<file path="config.mk">
export PLATFORM = sky130hd
export DESIGN_NAME = mult_flat
export DESIGN_NICKNAME = d
export VERILOG_FILES = /design/src/rtl/mult_if.sv /design/src/rtl/mult.sv /design/src/flat_wrapper.sv
export SDC_FILE = /design/constraint.sdc
export NUM_CORES = 1
export LEC_CHECK = 0
export ABC_AREA = 1
export CAP_MARGIN = 20
export CORE_UTILIZATION = 50
export DETAILED_ROUTE_END_ITERATION = 6
export GPL_ROUTABILITY_DRIVEN = 0
export HOLD_SLACK_MARGIN = 0.1
export PLACE_DENSITY = 0.72
export SETUP_SLACK_MARGIN = 0.15
export SLEW_MARGIN = 10
export SYNTH_ARGS = -nofsm -noshare
export SYNTH_HDL_FRONTEND = slang
export SYNTH_SLANG_ARGS = --single-unit
export TNS_END_PERCENT = 20
</file>
<file path="constraint.sdc">
create_clock -name clk_i -period 2.4 [get_ports clk_i]
set_input_delay 0.36 -clock clk_i [delete_from_list [all_inputs] [get_ports clk_i]]
set_output_delay 0.36 -clock clk_i [all_outputs]
set_load 0.005 [all_outputs]
</file>
<file path="src/rtl/mult_if.sv">
// rtl/mult_if.sv - request/result bundle between a multiply requester and the mult core
interface mult_if;
  logic        start;
  logic        signed_op;
  logic [31:0] multiplicand;
  logic [31:0] multiplier;
  logic        busy;
  logic        done;
  logic [31:0] hi;
  logic [31:0] lo;

  modport master (
    output start, signed_op, multiplicand, multiplier,
    input  busy, done, hi, lo
  );

  modport slave (
    input  start, signed_op, multiplicand, multiplier,
    output busy, done, hi, lo
  );
endinterface

</file>
<file path="src/rtl/mult.sv">
// rtl/mult.sv - 32x32 sequential shift-add multiplier, 34-cycle fixed latency
// Optional MULT_SIGNED_EN: honour signed_op with magnitude/sign-fix; otherwise unsigned only.
module mult (
  input  logic   clk_i,
  input  logic   rst_ni,
  mult_if.slave  bus
);
  typedef enum logic [1:0] {IDLE, CALC, SIGN} state_e;

  state_e      state_q;
  logic [31:0] mcand_q;
  logic [31:0] mplier_q;
  logic [63:0] acc_q;
  logic [4:0]  cnt_q;
  logic        busy_q;
  logic        done_q;
  logic [31:0] hi_q;
  logic [31:0] lo_q;
  logic        neg_q;

  logic [31:0] a_mag_d;
  logic [31:0] b_mag_d;
  logic        neg_d;
  logic [32:0] sum_d;
  logic [63:0] product_d;

`ifdef MULT_SIGNED_EN
  // 0x80000000 negates to itself, which is the correct unsigned magnitude.
  always_comb begin
    a_mag_d   = (bus.signed_op && bus.multiplicand[31]) ? (~bus.multiplicand + 32'd1)
                                                        : bus.multiplicand;
    b_mag_d   = (bus.signed_op && bus.multiplier[31]) ? (~bus.multiplier + 32'd1)
                                                      : bus.multiplier;
    neg_d     = bus.signed_op & (bus.multiplicand[31] ^ bus.multiplier[31]);
    product_d = neg_q ? (~acc_q + 64'd1) : acc_q;
  end
`else
  logic unused_signed_op;
  assign unused_signed_op = bus.signed_op;

  always_comb begin
    a_mag_d   = bus.multiplicand;
    b_mag_d   = bus.multiplier;
    neg_d     = 1'b0;
    product_d = acc_q;
  end
`endif

  assign sum_d = {1'b0, acc_q[63:32]} + {1'b0, (mplier_q[0] ? mcand_q : 32'd0)};

  always_ff @(posedge clk_i or negedge rst_ni) begin
    if (!rst_ni) begin
      state_q  <= IDLE;
      mcand_q  <= 32'd0;
      mplier_q <= 32'd0;
      acc_q    <= 64'd0;
      cnt_q    <= 5'd0;
      busy_q   <= 1'b0;
      done_q   <= 1'b0;
      hi_q     <= 32'd0;
      lo_q     <= 32'd0;
      neg_q    <= 1'b0;
    end else begin
      done_q <= 1'b0;
      case (state_q)
        IDLE: begin
          if (bus.start) begin
            mcand_q  <= a_mag_d;
            mplier_q <= b_mag_d;
            neg_q    <= neg_d;
            acc_q    <= 64'd0;
            cnt_q    <= 5'd0;
            busy_q   <= 1'b1;
            state_q  <= CALC;
          end
        end
        CALC: begin
          acc_q    <= {sum_d, acc_q[31:1]};
          mplier_q <= mplier_q >> 1;
          cnt_q    <= cnt_q + 5'd1;
          if (cnt_q == 5'd31) begin
            state_q <= SIGN;
          end
        end
        SIGN: begin
          {hi_q, lo_q} <= product_d;
          done_q       <= 1'b1;
          busy_q       <= 1'b0;
          state_q      <= IDLE;
        end
        default: state_q <= IDLE;
      endcase
    end
  end

  assign bus.busy = busy_q;
  assign bus.done = done_q;
  assign bus.hi   = hi_q;
  assign bus.lo   = lo_q;
endmodule
</file>
<file path="src/flat_wrapper.sv">
// flat-port wrapper written by rule: the top's interface ports become plain ports
module mult_flat 
  (clk_i, rst_ni, bus_start, bus_signed_op, bus_multiplicand, bus_multiplier, bus_busy, bus_done, bus_hi, bus_lo);
  mult_if bus_i ();
  input  logic clk_i;
  input  logic rst_ni;
  input wire logic [$bits(bus_i.start)-1:0] bus_start;
  input wire logic [$bits(bus_i.signed_op)-1:0] bus_signed_op;
  input wire logic [$bits(bus_i.multiplicand)-1:0] bus_multiplicand;
  input wire logic [$bits(bus_i.multiplier)-1:0] bus_multiplier;
  output wire logic [$bits(bus_i.busy)-1:0] bus_busy;
  output wire logic [$bits(bus_i.done)-1:0] bus_done;
  output wire logic [$bits(bus_i.hi)-1:0] bus_hi;
  output wire logic [$bits(bus_i.lo)-1:0] bus_lo;
  assign bus_i.start = bus_start;
  assign bus_i.signed_op = bus_signed_op;
  assign bus_i.multiplicand = bus_multiplicand;
  assign bus_i.multiplier = bus_multiplier;
  assign bus_busy = bus_i.busy;
  assign bus_done = bus_i.done;
  assign bus_hi = bus_i.hi;
  assign bus_lo = bus_i.lo;
  mult u_core (.clk_i(clk_i), .rst_ni(rst_ni), .bus(bus_i));
endmodule
</file>
==> key figures <==
Timing
  • Final sum of negative setup slack: 0 ps
  • Transition time at the pin with the least slew margin: between 800 and 900 ps
  • Number of pins exceeding their max-slew limit in the final report: 0
  • Final Hold Violating Endpoints: 0
  • Relative slew margins: 44.11%
  • Worst hold slack: 374.8 ps
  • Unrepaired setup endpoints after global routing: yes
  • Shortest clock period the worst path allows after layout: around 2200 ps
  • Max Freq: 461.7 MHz
  • Largest clock skew in the final design: 7.590 ps
  • Fin worst setup slack: 234.3 ps
  • Final period util: around 90%
  • Number of setup violations in the final report: 0

Route
  • Aggregate routed wire length: 24670 um
  • Count of vias placed by the detailed router: slightly below 9k
  • Via density per instance: between 5 and 6
  • Iter 0 DRT Violations: roughly 460
  • Post-DR wirelength/cell: 14.27 um
  • Drt drc: 0
  • Number of nets with antenna violations after detailed routing: 0
  • Drt first pass iters: 5

Yosys
  • Part of the Yosys area used for sequential elements: 49.05%
  • Synthesis-stage register bit count: 201
  • Post-Syn Instances: 1307
  • Total standard cell area after synthesis: around 10000 sq um
  • Count of different cell masters after synthesis: 31
  • Average cell area after synthesis: 7.845 sq um
  • Net count after synthesis: 1410
  • Synth warn: 0

Floorplanning
  • Cell Rows: 52
  • Starting density of the core: 50.84%
  • Chip height: 145.2 um
  • X dimension of the die: 145.2 um
  • Standard cell core area: 20170 sq um
  • Die ar.: 21080 sq um
  • Top Ports: 134

Placed design
  • Pre-CTS setup slack: -31.04 ps
  • DP HPWL: 16870 um
  • DP Cell Count: 1682
  • Count of buffers from port buffering: 132

Global routing
  • Vias in the first global route: 8361
  • Wire length of the first global-routing pass: 40300 um
  • Initial antenna violation count: 1
  • Pin count of the biggest net entering global routing: 69
  • Overflow left after global routing: 0
  • Global-route total usage across every layer: 23.10%

Pwr
  • Static Leakage: 6.852 nW
  • Sum of internal, switching and leakage power: between 0.015 and 0.02 W
  • Switching fraction of total power: roughly two fifths
  • Internal portion of total power: ~0.011 W
  • Switching power total: 0.007650 W
  • Sequential power share: 29.7%
  • Proportion of power drawn by combinational gates: 49.1%
  • Clk pwr share: 21.2%
  • P per Cell Area: between 1000 and 1500 nW/um^2
  • Maximum ir drop on the vdd rail: 0.6627 mV

Finish
  • Most frequent standard cell in the layout excluding fill and tap cells: nand2_1
  • Final net count: around 1.5k
  • Fin cells: 1729
  • Ratio of cells with drive above 1 in the final layout: 12.76%
  • Most frequent cells in the layout: nand2_1 (425), inv_1 (207), dfrtp_1 (200)
  • Layout-stage area growth over the synthesis result: 29.40%

CTS
  • CTS buffer count: 24
  • Number of H-tree levels: 1
  • Root Buffer Master: clkbuf_16
  • Clock latency on the worst-skew pair: 520 ps
  • Sink count of the clock tree: 201
  • Longest Clk Path Bufs: 3
  • Clock tree from TritonCTS: done
  • Clock transition at the registers of the reported paths: 60 ps

Worst setup path
  • Maximum fanout encountered on the critical timing path: 15
  • Type of destination of the critical path: flip-flop
  • Critical setup path kind: flip-flop to flip-flop
  • Setup crit start kind: flip-flop
  • Worst EP required: 2820 ps
  • Worst path arrival time: 2580 ps

Outcome
  • Run status: complete, no violations

Flow run
  • Number of maximum-capacitance constraint violations: 0

Min path
  • Type of the worst min-delay path: input pin to async pin
cells in the mapped netlist, drive strengths merged:
library cell | count | area (sq um)
dfrtp | 201 | 5030
clkbuf | 18 | 67.56
nand2 | 454 | 1724
a22o | 2 | 17.52
o211ai | 1 | 7.510
nand3 | 106 | 535.5
xor2 | 2 | 17.52
inv | 211 | 792.0
a21oi | 29 | 145.1
nor3 | 5 | 25.02
o21ai | 80 | 400.4
nor2 | 53 | 214.0
ha | 34 | 425.4
or2 | 1 | 6.260
nand4 | 3 | 18.77
a21o | 1 | 7.510
xnor2 | 3 | 26.28
buf | 29 | 152.6
o21bai | 3 | 22.52
fa | 1 | 20.02
o22ai | 38 | 237.7
mux2 | 32 | 360.4
routing by layer:
layer	share of wire [%]	GRT usage, %	wire length, um	up-vias
met3	5.4	3.648	1326	50
met2	46	36.44	11280	249
met5	0	0	0	-
met1	46	32.41	11460	4143
met4	2.4	8.053	601	0
li1	-	-	-	4382
worst max-delay path, stage by stage (launching register included):
cell and delay (ps):
dfrtp_2 480, buf_6 190, nand2_1 70, inv_1 40, ha_2 380, nand2_1 120
nor2_1 190, nand2_1 120, nor2_1 130, nand2_1 90, nand3_1 70, nand2_1 50
nand3_1 70, nand2_1 50
sequential cells by signal, indices dropped and copies added, names as in the netlist:
| register | cells |
|---|---|
| u_core.cnt_q | 5 |
| u_core.bus.busy | 1 |
| u_core.state_q | 2 |
| u_core.acc_q | 64 |
| u_core.mcand_q | 32 |
| u_core.bus.lo | 32 |
| u_core.mplier_q | 32 |
| u_core.bus.hi | 32 |
| u_core.bus.done | 1 |
worst paths after layout:
| path | startpoint | to | slack [ps] | depth (start not counted) |
|---|---|---|---|---|
| max | u_core.mplier_q[0] | u_core.acc_q[57] | 230 | 13 |
| min | rst_ni | u_core.bus.lo[24] | 370 | 2 |
| max reg2reg | u_core.mplier_q[0] | u_core.acc_q[57] | 230 | 13 |
| min reg2reg | u_core.bus.hi[20] | u_core.bus.hi[20] | 470 | 2 |
| max in group asynchronous | rst_ni | u_core.bus.hi[10] | 1300 | 3 |
| min in group clk_i | bus_multiplier[25] | u_core.mplier_q[25] | 430 | 3 |
final cells by class:
class / instances / area [sq um]
Antenna cell: 1 / 2.502
Clock buffer: 30 / 663.1
Clock inverter: 12 / 214.0
Fill cell: 1724 / 6902
Inverter: 211 / 792.0
Multi-Input combinational cell: 848 / 4653
Sequential cell: 201 / 5031
Tap cell: 270 / 337.8
Timing Repair Buffer: 156 / 1574
cell families (layout without fill, tap and decap cells):
family          Yosys count  count (layout)  share of synthesized area, %
simple gates            622             622                         24.61
buf+inv                 258             409                         9.872
flops                   201             201                         49.05
compound gates          154             154                         8.176
fa+ha+maj                35              35                         4.344
mux                      32              32                         3.514
xor+xnor                  5               5                        0.4272
other cells               0               1                             0
what timing repair did:
item | 4_1_cts | 5_1_grt
resized for setup | 6 | 91
hold buffers | 1 | 0
pin swaps | 0 | 12
buffers inserted | 0 | 3
endpoints found under the setup margin | 20 | 25
endpoints found under the hold margin | 51 | 0
per-stage QoR:
step / utilization (%) / area, sq um
after global placement: 59.04 / 11910
final: 65.78 / 13270
after global routing: 65.78 / 13270
after floorplan: - / 10250
after CTS: 63.54 / 12810
after detailed placement: 59.04 / 11910
power by group through the flow:
stage               logic [W]  registers, W  clock network, W
global route           0.0102       0.00567           0.00416
floorplan             0.00593       0.00527                 0
finish                0.00912       0.00553           0.00394
detailed placement    0.00801       0.00548                 0
CTS                   0.00813       0.00544           0.00402
global placement      0.00783       0.00543                 0
No activity file was read; power rests on OpenSTA's default activity.
